`config.mk`:
```
export PLATFORM = sky130hd
export DESIGN_NAME = alu_issue_ctrl
export DESIGN_NICKNAME = d
export VERILOG_FILES = /design/src/rtl/alu_issue_ctrl.sv
export SDC_FILE = /design/constraint.sdc
export NUM_CORES = 1
export LEC_CHECK = 0
export ABC_AREA = 1
export BUFFER_PORTS_ARGS = -buffer_cell sky130_fd_sc_hd__buf_2
export CAP_MARGIN = 20
export CORE_MARGIN = 2
export CORE_UTILIZATION = 49
export DETAILED_ROUTE_END_ITERATION = 7
export PLACE_DENSITY_LB_ADDON = 0.05
export SYNTH_ARGS = -nofsm -noshare
export SYNTH_HDL_FRONTEND = slang
export SYNTH_SLANG_ARGS = --single-unit
```
`constraint.sdc`:
```
create_clock -name clk -period 3.95 [get_ports clk]
set_clock_uncertainty 0.2 [all_clocks]
set_input_delay 0 -clock clk [delete_from_list [all_inputs] [get_ports clk]]
set_output_delay 0 -clock clk [all_outputs]
set_load 0.01 [all_outputs]
```
`src/rtl/alu_issue_ctrl.sv`:
```
// Issue/capture stage around an 8-bit combinational ALU: registers one operation onto the
// ALU inputs, captures the result one cycle later, and holds it until the consumer takes it.
module alu_issue_ctrl #(
  parameter int CNT_W    = 8,
  parameter bit CHAIN_EN = 1'b1
) (
  input  logic             clk,
  input  logic             rst,
  input  logic             in_valid,
  output logic             in_ready,
  input  logic [7:0]       in_a,
  input  logic [7:0]       in_b,
  input  logic [2:0]       in_op,
  input  logic             in_cin,
  input  logic             in_chain,
  output logic [7:0]       alu_a,
  output logic [7:0]       alu_b,
  output logic [2:0]       alu_op,
  output logic             alu_cin,
  input  logic [7:0]       alu_out,
  input  logic             alu_cout,
  input  logic             alu_c,
  input  logic             alu_z,
  output logic             res_valid,
  input  logic             res_ready,
  output logic [7:0]       res_data,
  output logic             res_cout,
  output logic             res_c,
  output logic             res_z,
  output logic [CNT_W-1:0] op_count
);

  typedef enum logic [1:0] {S_IDLE, S_EXEC, S_HOLD} state_t;

  state_t           r_state;
  state_t           w_state_next;
  logic             w_accept;
  logic             w_consume;

  logic [7:0]       r_alu_a;
  logic [7:0]       r_alu_b;
  logic [2:0]       r_alu_op;
  logic             r_alu_cin;
  logic             r_carry_sav;
  logic [7:0]       r_res_data;
  logic             r_res_cout;
  logic             r_res_c;
  logic             r_res_z;
  logic [CNT_W-1:0] r_op_count;

  always_ff @(posedge clk) begin
    if (rst) r_state <= S_IDLE;
    else     r_state <= w_state_next;
  end

  // in_ready is combinational from res_ready so a consume and a new accept can share a cycle.
  always_comb begin
    w_state_next = r_state;
    in_ready     = 1'b0;
    w_consume    = 1'b0;
    case (r_state)
      S_IDLE: begin
        in_ready = 1'b1;
        if (in_valid) w_state_next = S_EXEC;
      end
      S_EXEC: begin
        w_state_next = S_HOLD;
      end
      S_HOLD: begin
        in_ready  = res_ready;
        w_consume = res_ready;
        if (res_ready) w_state_next = in_valid ? S_EXEC : S_IDLE;
      end
      default: begin
        w_state_next = S_IDLE;
      end
    endcase
    w_accept = in_valid && in_ready;
  end

  always_ff @(posedge clk) begin
    if (rst) begin
      r_alu_a     <= 8'd0;
      r_alu_b     <= 8'd0;
      r_alu_op    <= 3'b000;
      r_alu_cin   <= 1'b0;
      r_carry_sav <= 1'b0;
      r_res_data  <= 8'd0;
      r_res_cout  <= 1'b0;
      r_res_c     <= 1'b0;
      r_res_z     <= 1'b0;
      r_op_count  <= '0;
    end else begin
      if (w_accept) begin
        r_alu_a   <= in_a;
        r_alu_b   <= in_b;
        r_alu_op  <= in_op;
        r_alu_cin <= (CHAIN_EN && in_chain) ? r_carry_sav : in_cin;
      end
      if (r_state == S_EXEC) begin
        r_res_data <= alu_out;
        r_res_cout <= alu_cout;
        r_res_c    <= alu_c;
        r_res_z    <= alu_z;
        // Only add/sub feed the chain; logic and shift carries are not meaningful across bytes.
        if (r_alu_op == 3'b000 || r_alu_op == 3'b001) r_carry_sav <= alu_cout;
      end
      if (w_consume) r_op_count <= r_op_count + CNT_W'(1);
    end
  end

  assign alu_a     = r_alu_a;
  assign alu_b     = r_alu_b;
  assign alu_op    = r_alu_op;
  assign alu_cin   = r_alu_cin;
  assign res_valid = (r_state == S_HOLD);
  assign res_data  = r_res_data;
  assign res_cout  = r_res_cout;
  assign res_c     = r_res_c;
  assign res_z     = r_res_z;
  assign op_count  = r_op_count;

endmodule

```
==> flow_metrics.tcl <==
set metrics [dict create \
    run_status "complete, no violations" \
    timing_worst_setup_path_type "flop to flop" \
    setup_viol_count_final 0 \
    final.fill_count 155 \
    io_buffer_count 76 \
    cts_num_sinks 42 \
    total_leakage_power_uw 0.00134 \
    total_instance_count_after_detailed_placement 319 \
    grt_antenna_before_repair 0 \
    design.die.area_um2 3800 \
    core_area_um2 3100 \
    postSynthCellCount 211 \
    layout_worst_path_cycle_share_pct 69.5 \
    grtUsageTotal_pct 34.2 \
    pin_count_of_the_biggest_net_entering_global_routing 29 \
    worstHoldStart "in_valid" \
    max_freq_mhz 365 \
    vdd_drop_max_mv 0.386 \
    ys_seq_area_share_pct 51.6 \
    cts_setup_buffers 0 \
    setup.worst_path.start_class "flop" \
    p_per_area_nw_per_um2 315 \
    min_delay_path_class "input pin to flop" \
    place_hpwl_um 2400 \
    fin_hold_viols 0 \
    drtPass1Iterations 5 \
    syn-cell-area_um2 1630 \
    gpl.final_weighted_congestion 0.728 \
    drive_gt1_share_pct 25.6 \
    route.antenna.remaining_nets 0 \
    layout.nets 392 \
    critPathCaptureType "flop" \
    routed_wl_um 6250 \
    via_count_of_the_first_global_routing_pass 1993 \
    startpoint "r_state[1]" \
    slew_headroom_pct 62.8 \
    synthesis.nets 248 \
    timing_worst_slew_pin_value_ns 0.557 \
    setup_tns_ns 0 \
    finish.cell_count_without_fillers 400 \
    fin_hold_ws_ns 0.159 \
    dr.first_iter.drc_count 186 \
    grt_first_pass_wirelength_um 9230 \
    rows 20 \
    route.detailed.drc 0 \
    clock_tree.root_cell "sky130_fd_sc_hd__clkbuf_4" \
    insertedDiodeCount 0 \
    cts.clk_slew.worst_paths_ns 0.13 \
    die_height_um 61.7 \
    htree_levels 2 \
    arrival_ns 2.86 \
    ys_warn_count 0 \
    areaGrowthSynthToFinish_pct 71.7 \
    post_cts_hold_buffers 73 \
    post-synth-top-area-fraction_pct 51.6 \
    worst_reg2reg_path_startpoint "r_state[1]" \
    timing.critical_path.required_ns 4.07 \
    most-common-layout-cells "76 x sky130_fd_sc_hd__buf_2, 73 x sky130_fd_sc_hd__dlygate4sd3_1, 42 x sky130_fd_sc_hd__dfxtp_1" \
    cap_violations 0 \
    ys_ff_latch 42 \
    effective_utilization_at_floorplan_pct 52.5 \
    wl_per_cell_um 15.6 \
    post_cts.resized_instances 0 \
    cts.path.max_buffers 2 \
    yosys.cell_types.count 22 \
    die_width_um 61.7 \
    synth_largest_area_cell "sky130_fd_sc_hd__dfxtp_1" \
    syn_area_per_cell_um2 7.72 \
    grt-ovfl-total 0 \
    mostFrequentLayoutCell "sky130_fd_sc_hd__buf_2" \
    yosys-top-cells-area "sky130_fd_sc_hd__dfxtp_1 52%, sky130_fd_sc_hd__nand2_1 8.1%, sky130_fd_sc_hd__a21oi_1 7.7%" \
    num_vias 2084 \
    timing_max_transition_violations_final 0 \
    post_dr_vias_cell 5.21 \
    number_of_buffers_inserted_during_clock_tree_synthesis 5 \
    worstPathMaxFanout 23 \
    finish.instance_area_um2 2800 \
    placed_cell_area_um2 2010 \
    timing.final.crit_period_ns 2.74 \
    clk_latency_ns 0.37 \
    layout.core_utilization_pct 90.1 \
    tritoncts "built" \
    grt_setup_unrepaired "no" \
    pin_count 77 \
]
## synth_stat cells
cell                       instances
sky130_fd_sc_hd__a211oi_1          1
sky130_fd_sc_hd__a21oi_1          25
sky130_fd_sc_hd__buf_1             1
sky130_fd_sc_hd__buf_2             5
sky130_fd_sc_hd__buf_4             2
sky130_fd_sc_hd__clkbuf_1          4
sky130_fd_sc_hd__dfxtp_1          42
sky130_fd_sc_hd__ha_1              1
sky130_fd_sc_hd__inv_1            11
sky130_fd_sc_hd__inv_2             2
sky130_fd_sc_hd__nand2_1          35
sky130_fd_sc_hd__nand2_2           1
sky130_fd_sc_hd__nand3_1          25
sky130_fd_sc_hd__nand3_2           1
sky130_fd_sc_hd__nand4_1           3
sky130_fd_sc_hd__nor2_1           33
sky130_fd_sc_hd__nor2_2            2
sky130_fd_sc_hd__nor2_4            2
sky130_fd_sc_hd__o21a_1            1
sky130_fd_sc_hd__o21ai_0          11
sky130_fd_sc_hd__o21ai_1           1
sky130_fd_sc_hd__xor2_1            2
## critical path, cell delays in order (launching register included)
cell,delay (ns)
sky130_fd_sc_hd__dfxtp_1,0.41
sky130_fd_sc_hd__inv_2,0.08
sky130_fd_sc_hd__nor2_2,0.04
sky130_fd_sc_hd__nor2_4,0.44
sky130_fd_sc_hd__nand3_1,0.17
sky130_fd_sc_hd__dlygate4sd3_1,0.61
sky130_fd_sc_hd__a21oi_1,0.18
sky130_fd_sc_hd__dlygate4sd3_1,0.56
## flip-flops by register name (all words and copies together) (netlist names)
name	flops
op_count	8
res_data	8
alu_b	8
res_c	1
alu_cin	1
res_cout	1
r_state	2
alu_a	8
res_z	1
r_carry_sav	1
alu_op	3
## worst paths after layout
path | to | slack (ns) | cells past startpoint
min | r_state[0] | 0.16 | 3
max reg2reg | alu_a[3] | 1.21 | 7
min reg2reg | r_carry_sav | 0.32 | 2
max | alu_a[3] | 1.21 | 7
## through the flow
step / setup WS [ns] / total power, uW
final: 1.21 / 880
after global placement: 2.18 / 576
after detailed placement: 2.14 / 577
after floorplan: 2.62 / 532
after CTS: 1.40 / 849
after global routing: 1.14 / 912
## cell families (layout without fill, tap and decap cells)
| kind of cell | Yosys count | after routing | share of synthesized area, % |
|---|---|---|---|
| buffers and inverters | 25 | 170 | 6.60 |
| xor gates and xnor gates | 2 | 2 | 1.08 |
| adders and majority gates | 1 | 1 | 0.768 |
| DFF | 42 | 42 | 51.6 |
| and+or+nand+nor | 102 | 102 | 27.7 |
| AOI/OAI and AO/OA | 39 | 39 | 12.3 |
## report_power, final
group / internal, uW / total [uW] / leakage (uW) / switching [uW]
registers: 446 / 462 / 0.000344 / 15.7
clock network: 86.4 / 235 / 0.0000353 / 148
logic: 95.8 / 184 / 0.000961 / 87.8
## layout make-up
type	instances	area, um^2	area share, %
timing repair buffer	149	1110	39.7
tap	44	55.1	1.97
clock inverter	1	5.00	0.179
inverter	13	48.8	1.74
sequential	42	841	30.1
clock buffer	7	55.1	1.97
multi-input combinational	144	681	24.3
## per-layer routing
layer  routed length [um]  vias up  GRT usage, %
met5                    0        -             0
met2                 3200      112          59.4
met4                  265        0          15.8
met3                  428       33          12.0
met1                 2350      967          37.1
li1                     -      972             -
Power figures use the tool's default switching activity.
